File: src/rtl/riscv_pkg.sv
// -----------------------------------------------------------------------------
// riscv_pkg
// Shared types for the in-order RISC-V pipeline.
//   operation_e : decoded operation carried down the pipe
//   is_load()   : true for the variable-latency load operations
//   fwd_sel_t   : operand-mux select, 0 = register file, k = producer stage k-1
// -----------------------------------------------------------------------------
package riscv_pkg;

    typedef enum logic [5:0] {
        OP_NOP,
        OP_LUI,  OP_AUIPC, OP_JAL,  OP_JALR,
        OP_BEQ,  OP_BNE,   OP_BLT,  OP_BGE,  OP_BLTU, OP_BGEU,
        OP_LB,   OP_LH,    OP_LW,   OP_LBU,  OP_LHU,
        OP_SB,   OP_SH,    OP_SW,
        OP_ADDI, OP_SLTI,  OP_SLTIU, OP_XORI, OP_ORI, OP_ANDI,
        OP_SLLI, OP_SRLI,  OP_SRAI,
        OP_ADD,  OP_SUB,   OP_SLL,  OP_SLT,  OP_SLTU, OP_XOR,
        OP_SRL,  OP_SRA,   OP_OR,   OP_AND
    } operation_e;

    // Forward selects are sized for the deepest supported network so the
    // type stays fixed across pipeline variants (NUM_FWD_STAGES <= 7).
    localparam int unsigned FWD_STAGES_MAX = 7;
    localparam int unsigned FWD_SEL_W      = $clog2(FWD_STAGES_MAX + 1);

    typedef logic [FWD_SEL_W-1:0] fwd_sel_t;

    localparam fwd_sel_t FWD_NONE = '0;

    // Width of the flush down-counter (FLUSH_CYCLES limited to 1..7).
    localparam int unsigned FCNT_W = 3;

    function automatic logic is_load(operation_e op);
        return op inside {OP_LB, OP_LH, OP_LW, OP_LBU, OP_LHU};
    endfunction

endpackage

File: src/rtl/hazard_ctrl_fwd_prio_sel.sv
// -----------------------------------------------------------------------------
// fwd_prio_sel
// Per-operand forwarding priority encoder over NUM_STAGES producer stages.
//   rs_i       : source register read in decode
//   rd_stage_i : destination per producer stage, stage k at [k*REG_AW +: REG_AW]
//   wr_en_i    : write-enable per producer stage
//   sel_o      : 0 = register file, k = stage k-1 (youngest match wins)
// -----------------------------------------------------------------------------
module fwd_prio_sel
    import riscv_pkg::*;
#(
    parameter int unsigned NUM_STAGES = 2,
    parameter int unsigned REG_AW     = 5
) (
    input  logic [REG_AW-1:0]            rs_i,
    input  logic [NUM_STAGES*REG_AW-1:0] rd_stage_i,
    input  logic [NUM_STAGES-1:0]        wr_en_i,
    output fwd_sel_t                     sel_o
);

    always_comb begin
        sel_o = FWD_NONE;
        // x0 is never forwarded; rd == rs with rs != 0 also excludes rd == 0.
        if (rs_i != '0) begin
            // Scan oldest to youngest so the youngest match is written last.
            for (int unsigned i = 0; i < NUM_STAGES; i++) begin
                if (wr_en_i[NUM_STAGES-1-i] &&
                    rd_stage_i[(NUM_STAGES-1-i)*REG_AW +: REG_AW] == rs_i) begin
                    sel_o = fwd_sel_t'(NUM_STAGES - i);
                end
            end
        end
    end

endmodule

File: src/rtl/hazard_ctrl.sv
// -----------------------------------------------------------------------------
// hazard_ctrl
// Hazard controller beside the decode stage: forwarding selects, load-use and
// scoreboard stalls for variable-latency loads, branch flush sequencing and a
// stall performance counter.
//   clk_i, rst_i               : clock, synchronous active-high reset
//   rs1D_i/rs2D_i, rs*_used_i  : decode source registers and their use flags
//   rd_stage_i, wr_en_stage_i  : producer stages, stage 0 = EX (youngest)
//   opE_i, branch_tkn_i        : operation in EX, branch resolved taken in EX
//   mem_wait_i                 : data memory not ready, whole pipe frozen
//   ld_rvalid_i, ld_rd_i       : load data return and its destination
//   pc_en_o, stall_o, flush_o  : PC enable, IF/ID hold, younger-stage squash
//   forwardA_o, forwardB_o     : operand-mux selects
//   pending_o                  : scoreboard, one bit per register
//   stall_cnt_o                : saturating count of stall/mem-wait cycles
// -----------------------------------------------------------------------------
module hazard_ctrl
    import riscv_pkg::*;
#(
    parameter int unsigned NUM_FWD_STAGES = 2,
    parameter int unsigned REG_AW         = 5,
    parameter int unsigned FLUSH_CYCLES   = 1,
    parameter int unsigned CNT_W          = 32
) (
    input  logic                                clk_i,
    input  logic                                rst_i,
    input  logic [REG_AW-1:0]                   rs1D_i,
    input  logic [REG_AW-1:0]                   rs2D_i,
    input  logic                                rs1_used_i,
    input  logic                                rs2_used_i,
    input  logic [NUM_FWD_STAGES*REG_AW-1:0]    rd_stage_i,
    input  logic [NUM_FWD_STAGES-1:0]           wr_en_stage_i,
    input  operation_e                          opE_i,
    input  logic                                branch_tkn_i,
    input  logic                                mem_wait_i,
    input  logic                                ld_rvalid_i,
    input  logic [REG_AW-1:0]                   ld_rd_i,
    output logic                                pc_en_o,
    output logic                                stall_o,
    output logic                                flush_o,
    output fwd_sel_t                            forwardA_o,
    output fwd_sel_t                            forwardB_o,
    output logic [2**REG_AW-1:0]                pending_o,
    output logic [CNT_W-1:0]                    stall_cnt_o
);

    localparam logic [FCNT_W-1:0] FCNT_RELOAD = FCNT_W'(FLUSH_CYCLES - 1);

    logic [2**REG_AW-1:0] pending_q, pending_d;
    logic [FCNT_W-1:0]    fcnt_q;
    logic [CNT_W-1:0]     stall_cnt_q;
    logic [REG_AW-1:0]    rd_e;
    logic                 load_e, lu1, lu2, hazard, branch_acc;

    fwd_prio_sel #(.NUM_STAGES(NUM_FWD_STAGES), .REG_AW(REG_AW)) u_fwd_a (
        .rs_i       (rs1D_i),
        .rd_stage_i (rd_stage_i),
        .wr_en_i    (wr_en_stage_i),
        .sel_o      (forwardA_o)
    );

    fwd_prio_sel #(.NUM_STAGES(NUM_FWD_STAGES), .REG_AW(REG_AW)) u_fwd_b (
        .rs_i       (rs2D_i),
        .rd_stage_i (rd_stage_i),
        .wr_en_i    (wr_en_stage_i),
        .sel_o      (forwardB_o)
    );

    assign rd_e       = rd_stage_i[REG_AW-1:0];
    assign load_e     = is_load(opE_i);
    assign lu1        = load_e && (rd_e == rs1D_i);
    assign lu2        = load_e && (rd_e == rs2D_i);
    assign hazard     = (rs1_used_i && (rs1D_i != '0) && (pending_q[rs1D_i] || lu1)) ||
                        (rs2_used_i && (rs2D_i != '0) && (pending_q[rs2D_i] || lu2));
    assign branch_acc = branch_tkn_i && !mem_wait_i;

    assign flush_o     = branch_acc || (fcnt_q != '0);
    assign stall_o     = hazard && !flush_o;
    assign pc_en_o     = !(stall_o || mem_wait_i);
    assign pending_o   = pending_q;
    assign stall_cnt_o = stall_cnt_q;

    // Set is applied after clear so a load leaving EX wins over a same-register
    // return. A load-use stall only bubbles the consumer; the load itself still
    // leaves EX, so stall_o does not block the set.
    always_comb begin
        pending_d = pending_q;
        if (ld_rvalid_i) begin
            pending_d[ld_rd_i] = 1'b0;
        end
        if (load_e && (rd_e != '0) && !mem_wait_i && !flush_o) begin
            pending_d[rd_e] = 1'b1;
        end
        pending_d[0] = 1'b0;
    end

    always_ff @(posedge clk_i) begin
        if (rst_i) begin
            pending_q   <= '0;
            fcnt_q      <= '0;
            stall_cnt_q <= '0;
        end else begin
            pending_q <= pending_d;

            if (branch_acc) begin
                fcnt_q <= FCNT_RELOAD;
            end else if ((fcnt_q != '0) && !mem_wait_i) begin
                fcnt_q <= fcnt_q - 1'b1;
            end

            if ((stall_o || mem_wait_i) && (stall_cnt_q != '1)) begin
                stall_cnt_q <= stall_cnt_q + 1'b1;
            end
        end
    end

endmodule

File: config.mk
export PLATFORM = sky130hd
export DESIGN_NAME = hazard_ctrl
export DESIGN_NICKNAME = d
export VERILOG_FILES = /design/src/rtl/riscv_pkg.sv /design/src/rtl/hazard_ctrl_fwd_prio_sel.sv /design/src/rtl/hazard_ctrl.sv
export SDC_FILE = /design/constraint.sdc
export NUM_CORES = 1
export LEC_CHECK = 0
export BUFFER_PORTS_ARGS = -buffer_cell sky130_fd_sc_hd__buf_2
export CAP_MARGIN = 20
export CORE_UTILIZATION = 45
export DETAILED_ROUTE_END_ITERATION = 8
export PLACE_DENSITY = 0.82
export REMOVE_ABC_BUFFERS = 1
export SYNTH_ARGS = -nofsm -noshare
export SYNTH_HDL_FRONTEND = slang
export SYNTH_SLANG_ARGS = --single-unit
export TNS_END_PERCENT = 100
File: constraint.sdc
create_clock -name clk_i -period 5.8 [get_ports clk_i]
set_clock_uncertainty 0.2 [all_clocks]
set_input_delay 0 -clock clk_i [delete_from_list [all_inputs] [get_ports clk_i]]
set_output_delay 0 -clock clk_i [all_outputs]
set_load 0.02 [all_outputs]
# Yosys cells after proc, flatten, opt, wreduce, memory -nomap -nowiden
# Cells that the tools add are included.
totals:
  regBits: 67
  input_bits: 40
  output_inout_bits: 73
op_classes:
  addsub: 2
  n_lt_le_gt_ge: 6
  eq_ne: 10
  n_mux: 16
  bitwise_logic: 3
  n_reduce_logical: 33
ops:
  columns: ["cell", "count"]
  rows:
  - ["2-to-1 mux 32 bit", 2]
  - ["adder 32 x 1 -> 32 bit, second input constant", 1]
  - ["bitwise AND 32 bit", 1]
  - ["inequality test 32 bit, second input constant", 1]
  - ["NOT 32 bit", 1]
  - ["OR 32 bit", 1]
  - ["equality test 6 x 4 -> 1 bit, second input constant", 5]
  - ["less-than comparator 5 x 6 -> 1 bit, second input constant", 4]
  - ["equality test 5 bit", 4]
  - ["nonzero test 5 bit", 4]
  - ["logical AND 1 bit", 19]
  - ["binary-select mux 1 bit (select 5 bit)", 2]
  - ["demux 1 bit (select 5 bit)", 2]
  - ["greater-or-equal comparator 5 x 1 -> 1 bit, second input constant", 2]
  - ["2-to-1 mux 2 bit", 4]
  - ["2-to-1 mux 3 bit", 2]
  - ["logical OR 1 bit", 5]
  - ["2-to-1 mux 1 bit", 4]
  - ["zero test 1 bit", 3]
  - ["nonzero test 3 bit", 1]
  - ["subtractor 3 x 1 -> 3 bit, second input constant", 1]
  - ["OR reduction 2 bit", 1]

# Depth between registers and ports, before layout
logic_depth:
  word_depth: 9
  ltp_mapped: 14

# Hierarchy
# From an unflattened synthesis, not the netlist that was laid out.
unflattened:
  hier_cells: 522
  hier_area_um2: 4234.1
by_module_without_submodules:
  columns: ["mod", "n_inst", "cells_each", "area_per_inst_um2"]
  rows:
  - ["hazard_ctrl", 1, 482, 3941.3]
  - ["fwd_prio_sel", 2, 20, 146.4]

# Least setup slack after synthesis
# OpenSTA, ideal clock, no wires.
synth_path:
  path_type: "register to register"
  startpoint: "reg fcnt_q[0]"
  endpoint: "reg stall_cnt_q[11] (netlist: stall_cnt_o[11])"
  setup_ps: 121
  t_arrival_ps: 2351
  t_required_ps: 5479
  setup_slack_ps: 3128
  stages_incl_launch_ff: 14
  path_buffers: 1
  period_less_slack_ps: 2672
  path_cell_list: "dfxtp_1 > inv_1 > ha_1 > nand2b_1 > a21oi_2 > inv_1 > nor3b_1 > nor4b_4 > nor4_2 > nand2_2 > inv_4 > buf_6 > nor4_2 > mux2_4"
synth_via:
  elab_chain_cells: 6
synth_rtl:
  columns: ["element", "line", "source"]
  rows:
  - ["start: declaration", "hazard_ctrl.sv:50", "logic [FCNT_W-1:0] fcnt_q;"]
  - ["start signal: assignment", "hazard_ctrl.sv:108", "fcnt_q <= fcnt_q - 1'b1;"]
  - ["nonzero test 3 bit", "hazard_ctrl.sv:77", "assign flush_o = branch_acc || (fcnt_q != '0);"]
  - ["logical OR 1 bit", "hazard_ctrl.sv:77", null]
  - ["via flush_o", "hazard_ctrl.sv:40", "output logic flush_o,"]
  - ["zero test 1 bit", "hazard_ctrl.sv:78", "assign stall_o = hazard && !flush_o;"]
  - ["logical AND 1 bit", "hazard_ctrl.sv:78", null]
  - ["logical OR 1 bit", "hazard_ctrl.sv:111", "if ((stall_o || mem_wait_i) && (stall_cnt_q != '1)) begin"]
  - ["logical AND 1 bit", "hazard_ctrl.sv:111", null]
  - ["end signal: assignment", "hazard_ctrl.sv:112", "stall_cnt_q <= stall_cnt_q + 1'b1;"]
  - ["end: declaration", "hazard_ctrl.sv:51", "logic [CNT_W-1:0] stall_cnt_q;"]
# The timed path passes the listed nets, and every way through them passes these cells.
# A chain may end at the register's enable or synchronous reset.

# Final worst setup path
layout_path:
  startpoint: "reg stall_cnt_q[6] (netlist: stall_cnt_o[6])"
  endpoint: "reg stall_cnt_q[23] (netlist: stall_cnt_o[23])"
layout_via:
  elab_chain_cells: 2
  elab_cells_between_ends: 3
  classes_between: "add/sub: 1; eq/ne: 1; reduce/logical: 1"
layout_rtl:
  columns: ["element"]
  rows:
  - ["parallel branches: the longest is 2 deep, another holds adder 32 x 1 -> 32 bit"]
# Parallel ways; which one is timed is not known.

==> qor.yml <==
slowest_delay_ns: 0.42
dieWidth_um: 99.2
hold_start: "rs1_used_i"
track_usage: 0.247
setup-tns-final_ns: 0
crit_cells: 8
ys.flop_type: "dfxtp_1"
syn_area_um2: 4260
area_delta_synth_final_pct: 19.1
r2r_end: "stall_cnt_o[23]$_SDFFE_PP0P_"
route.detailed.drc: 0
gp_congestion: 0.971
synth_area_leaders: "dfxtp_1 (31%), a21oi_1 (6.9%), mux4_2 (4.8%), nand2_1 (4.8%), o21ai_0 (4.1%)"
avgViaCountPerCell: 6.17
power_density_nw_per_um2: 190
ys_seq_area_frac: 0.310
rsz0062_at_grt: "false"
postSynthAreaPerCell_um2: 8.33
die_y_um: 99.2
fp.dieArea_um2: 9850
internal_power_uw: 696
synth_top_area_cell: "dfxtp_1"
status: "complete, no violations"
dpl.hpwl_mm: 8.44
clkTransAtPathRegs_ns: 0.08
rr_startpoint: "stall_cnt_o[6]$_SDFFE_PP0P_"
cp.required_ns: 5.84
cts_resized: 0
final_hold_viol_count: 0
cts-root-buf: "clkbuf_8"
num_rows: 35
antenna_found_initial: 0
endpoint: "stall_cnt_o[23]$_SDFFE_PP0P_"
drv_slew: 0
p_switching_uw: 268
crit_path_start: "stall_cnt_o[6]$_SDFFE_PP0P_"
fillers: 793
cp_top_family: "simple AND/OR/NAND/NOR gates"
yosys_warnings: 0
drt_wl_total_mm: 12.4
cts_tree: "built"
cts.htree.levels: 3
io_buffer_count: 109
combPwrFrac: 0.128
fin_hold_ws_ns: 0.0417
dr.pass1.iters: 4
grt_pass1_wl_mm: 19.6
ir_drop_mv: 0.164
drt_iter0_drc: 241
clkPwrFrac: 0.398
seqPwrFrac: 0.474
wl_per_cell_um: 17.1
worstPathArrival_ns: 3.03
ys_types: 58
min_period_over_period: 0.516
synth_top_cell_area_share: 0.310
clk_latency_ns: 0.34
core_region_area_um2: 9200
grt_max_degree: 76
cap_violations: 0
vias: 4488
setup_violations: 0
r2r_slack_ns: 2.81
grt_pass1_vias: 4209
crit_path_top_delay_cell: "dfxtp_1"
period_minus_slack_ns: 2.99
reg2regPathDepth: 8
synthArstFlopShare: 0
ios: 113
critPathKind: "reg2reg"
cts_buffers: 9
cp_num_buf_inv: 1
synthCells: 511
synth-edff-count: 0
ys_ff_latch: 66
fmax_mhz: 334
hp-class: "in2reg"
start_kind: "flip-flop"
relSlewSlack: 0.437
tightestPinTransition_ns: 0.833
clock-sinks: 66
antennaDiodeCount: 0
crit_chain: "and4_1 -> and3_1 -> and3_1 -> and4_1 -> nor2b_2 -> buf_8 -> nor3_1 -> mux2_4"
clk_path_buf_depth: 2
power.leakage_nw: 2.03
cp-end-kind: "flip-flop"
drive_above_1_share: 0.266
final_antenna_net_count: 0
start_util: 0.463
grt-ovfl-total: 0
worstPathMaxFanout: 22
nNetsFinal: 655
switching_share: 0.278
[worst min-delay path, cell delays in order]
cell       delay, ns
buf_2           0.10
o2111ai_1       0.15
nand2_2         0.12
nand3_1         0.10
a21oi_1         0.05
[timing repair]
action	4_1_cts	5_1_grt
hold buffers	16	0
endpoints found under the hold margin	27	0
buffers inserted	0	0
[power groups by stage]
stage	combinational (mW)	clock, mW	sequential (mW)
2_1_floorplan	0.0534	0	0.469
3_3_place_gp	0.111	0	0.468
3_5_place_dp	0.114	0	0.467
4_1_cts	0.121	0.393	0.457
5_1_grt	0.132	0.419	0.457
6_report	0.123	0.384	0.457
[through the flow]
| step | area (um2) | total power [mW] | util | cells | worst slack (ns) |
|---|---|---|---|---|---|
| after floorplan | 4000 | 0.523 | - | 473 | 2.33 |
| after global placement | 4700 | 0.578 | 0.511 | 695 | 2.55 |
| after detailed placement | 4700 | 0.581 | 0.511 | 695 | 2.42 |
| after CTS | 5050 | 0.971 | 0.550 | 726 | 2.43 |
| after global routing | 5070 | 1.01 | 0.551 | 727 | 2.52 |
| final | 5070 | 0.964 | 0.551 | 727 | 2.81 |
[state kept, by name, summed over array words and instances, names as in the netlist]
register	cells
stall_cnt_o	32
pending_o	31
fcnt_q	3
[per-layer routing]
metal  wire [um]  part of all wire  vias up  global-route usage
li1            -                 -     2084                   -
met1        4890              0.39     2083               0.296
met4         341             0.027        0               0.102
met2        5910              0.48      276               0.428
met3        1270              0.10       45              0.0562
met5           0                 0        -                   0
[Yosys cell counts, types with 2 or more instances]
cell type,instances
a21oi_1,59
and3_1,16
and3b_1,3
and4_1,3
buf_1,4
buf_12,2
buf_2,3
buf_4,8
buf_6,6
clkbuf_1,16
dfxtp_1,66
ha_1,3
inv_1,4
mux2_1,2
mux2_2,5
mux2_4,7
mux2i_1,8
mux4_2,9
nand2_1,54
nand2b_1,5
nand3_1,13
nand3b_1,6
nand4_1,20
nor2_1,21
nor2b_1,13
nor3_1,7
nor3_2,4
nor3b_1,6
nor4_1,5
nor4_2,4
nor4b_1,2
o21ai_0,35
o21ai_1,13
o22ai_1,4
o31ai_1,9
or3_1,13
or3b_2,2
or4_1,13
xnor2_1,10
xor2_1,10
[cell usage in the layout, fill, tap and decap left out, types with 8 or more instances in the layout]
cell	count
a21oi_1	59
and3_1	16
buf_2	109
clkbuf_8	9
dfxtp_1	66
dlygate4sd3_1	16
mux2i_1	8
mux4_2	9
nand2_1	54
nand3_1	13
nand4_1	20
nor2_1	21
nor2b_1	12
o21ai_0	35
o21ai_1	13
o31ai_1	9
or3_1	13
or4_1	13
xnor2_1	10
xor2_1	10
[worst min-delay path by stage]
stage	endpoint	slack [ns]	depth (start not counted)
after floorplan	fcnt_q[2]$_SDFFE_PP0P_	-0.13	1
after global placement	forwardB_o[1]	0.13	3
final	stall_cnt_o[1]$_SDFFE_PP0P_	0.04	5
after global routing	pending_o[4]$_SDFF_PP0_	0.08	4
after CTS	pending_o[16]$_SDFF_PP0_	0.02	4
after detailed placement	forwardA_o[1]	0.14	3
[logic make-up after synthesis]
group / after synthesis / synth area share
AO/OA/AOI/OAI: 129 / 0.165
AND/OR/NAND/NOR: 216 / 0.297
multiplexers: 31 / 0.110
other: 1 / 0.000881
XOR/XNOR: 20 / 0.0412
flip-flops: 66 / 0.310
buffers and inverters: 45 / 0.0667
adder cells (fa/ha/maj): 3 / 0.00882
[cell type report]
cell class | count | area (um2) | area share
Clock buffer | 9 | 124 | 0.0244
Clock inverter | 6 | 67.6 | 0.0133
Inverter | 5 | 21.3 | 0.00420
Multi-Input combinational cell | 402 | 2660 | 0.525
Sequential cell | 66 | 1320 | 0.261
Tap cell | 111 | 139 | 0.0274
Timing Repair Buffer | 128 | 736 | 0.145
Note: power is estimated with default switching activity, not from simulation.
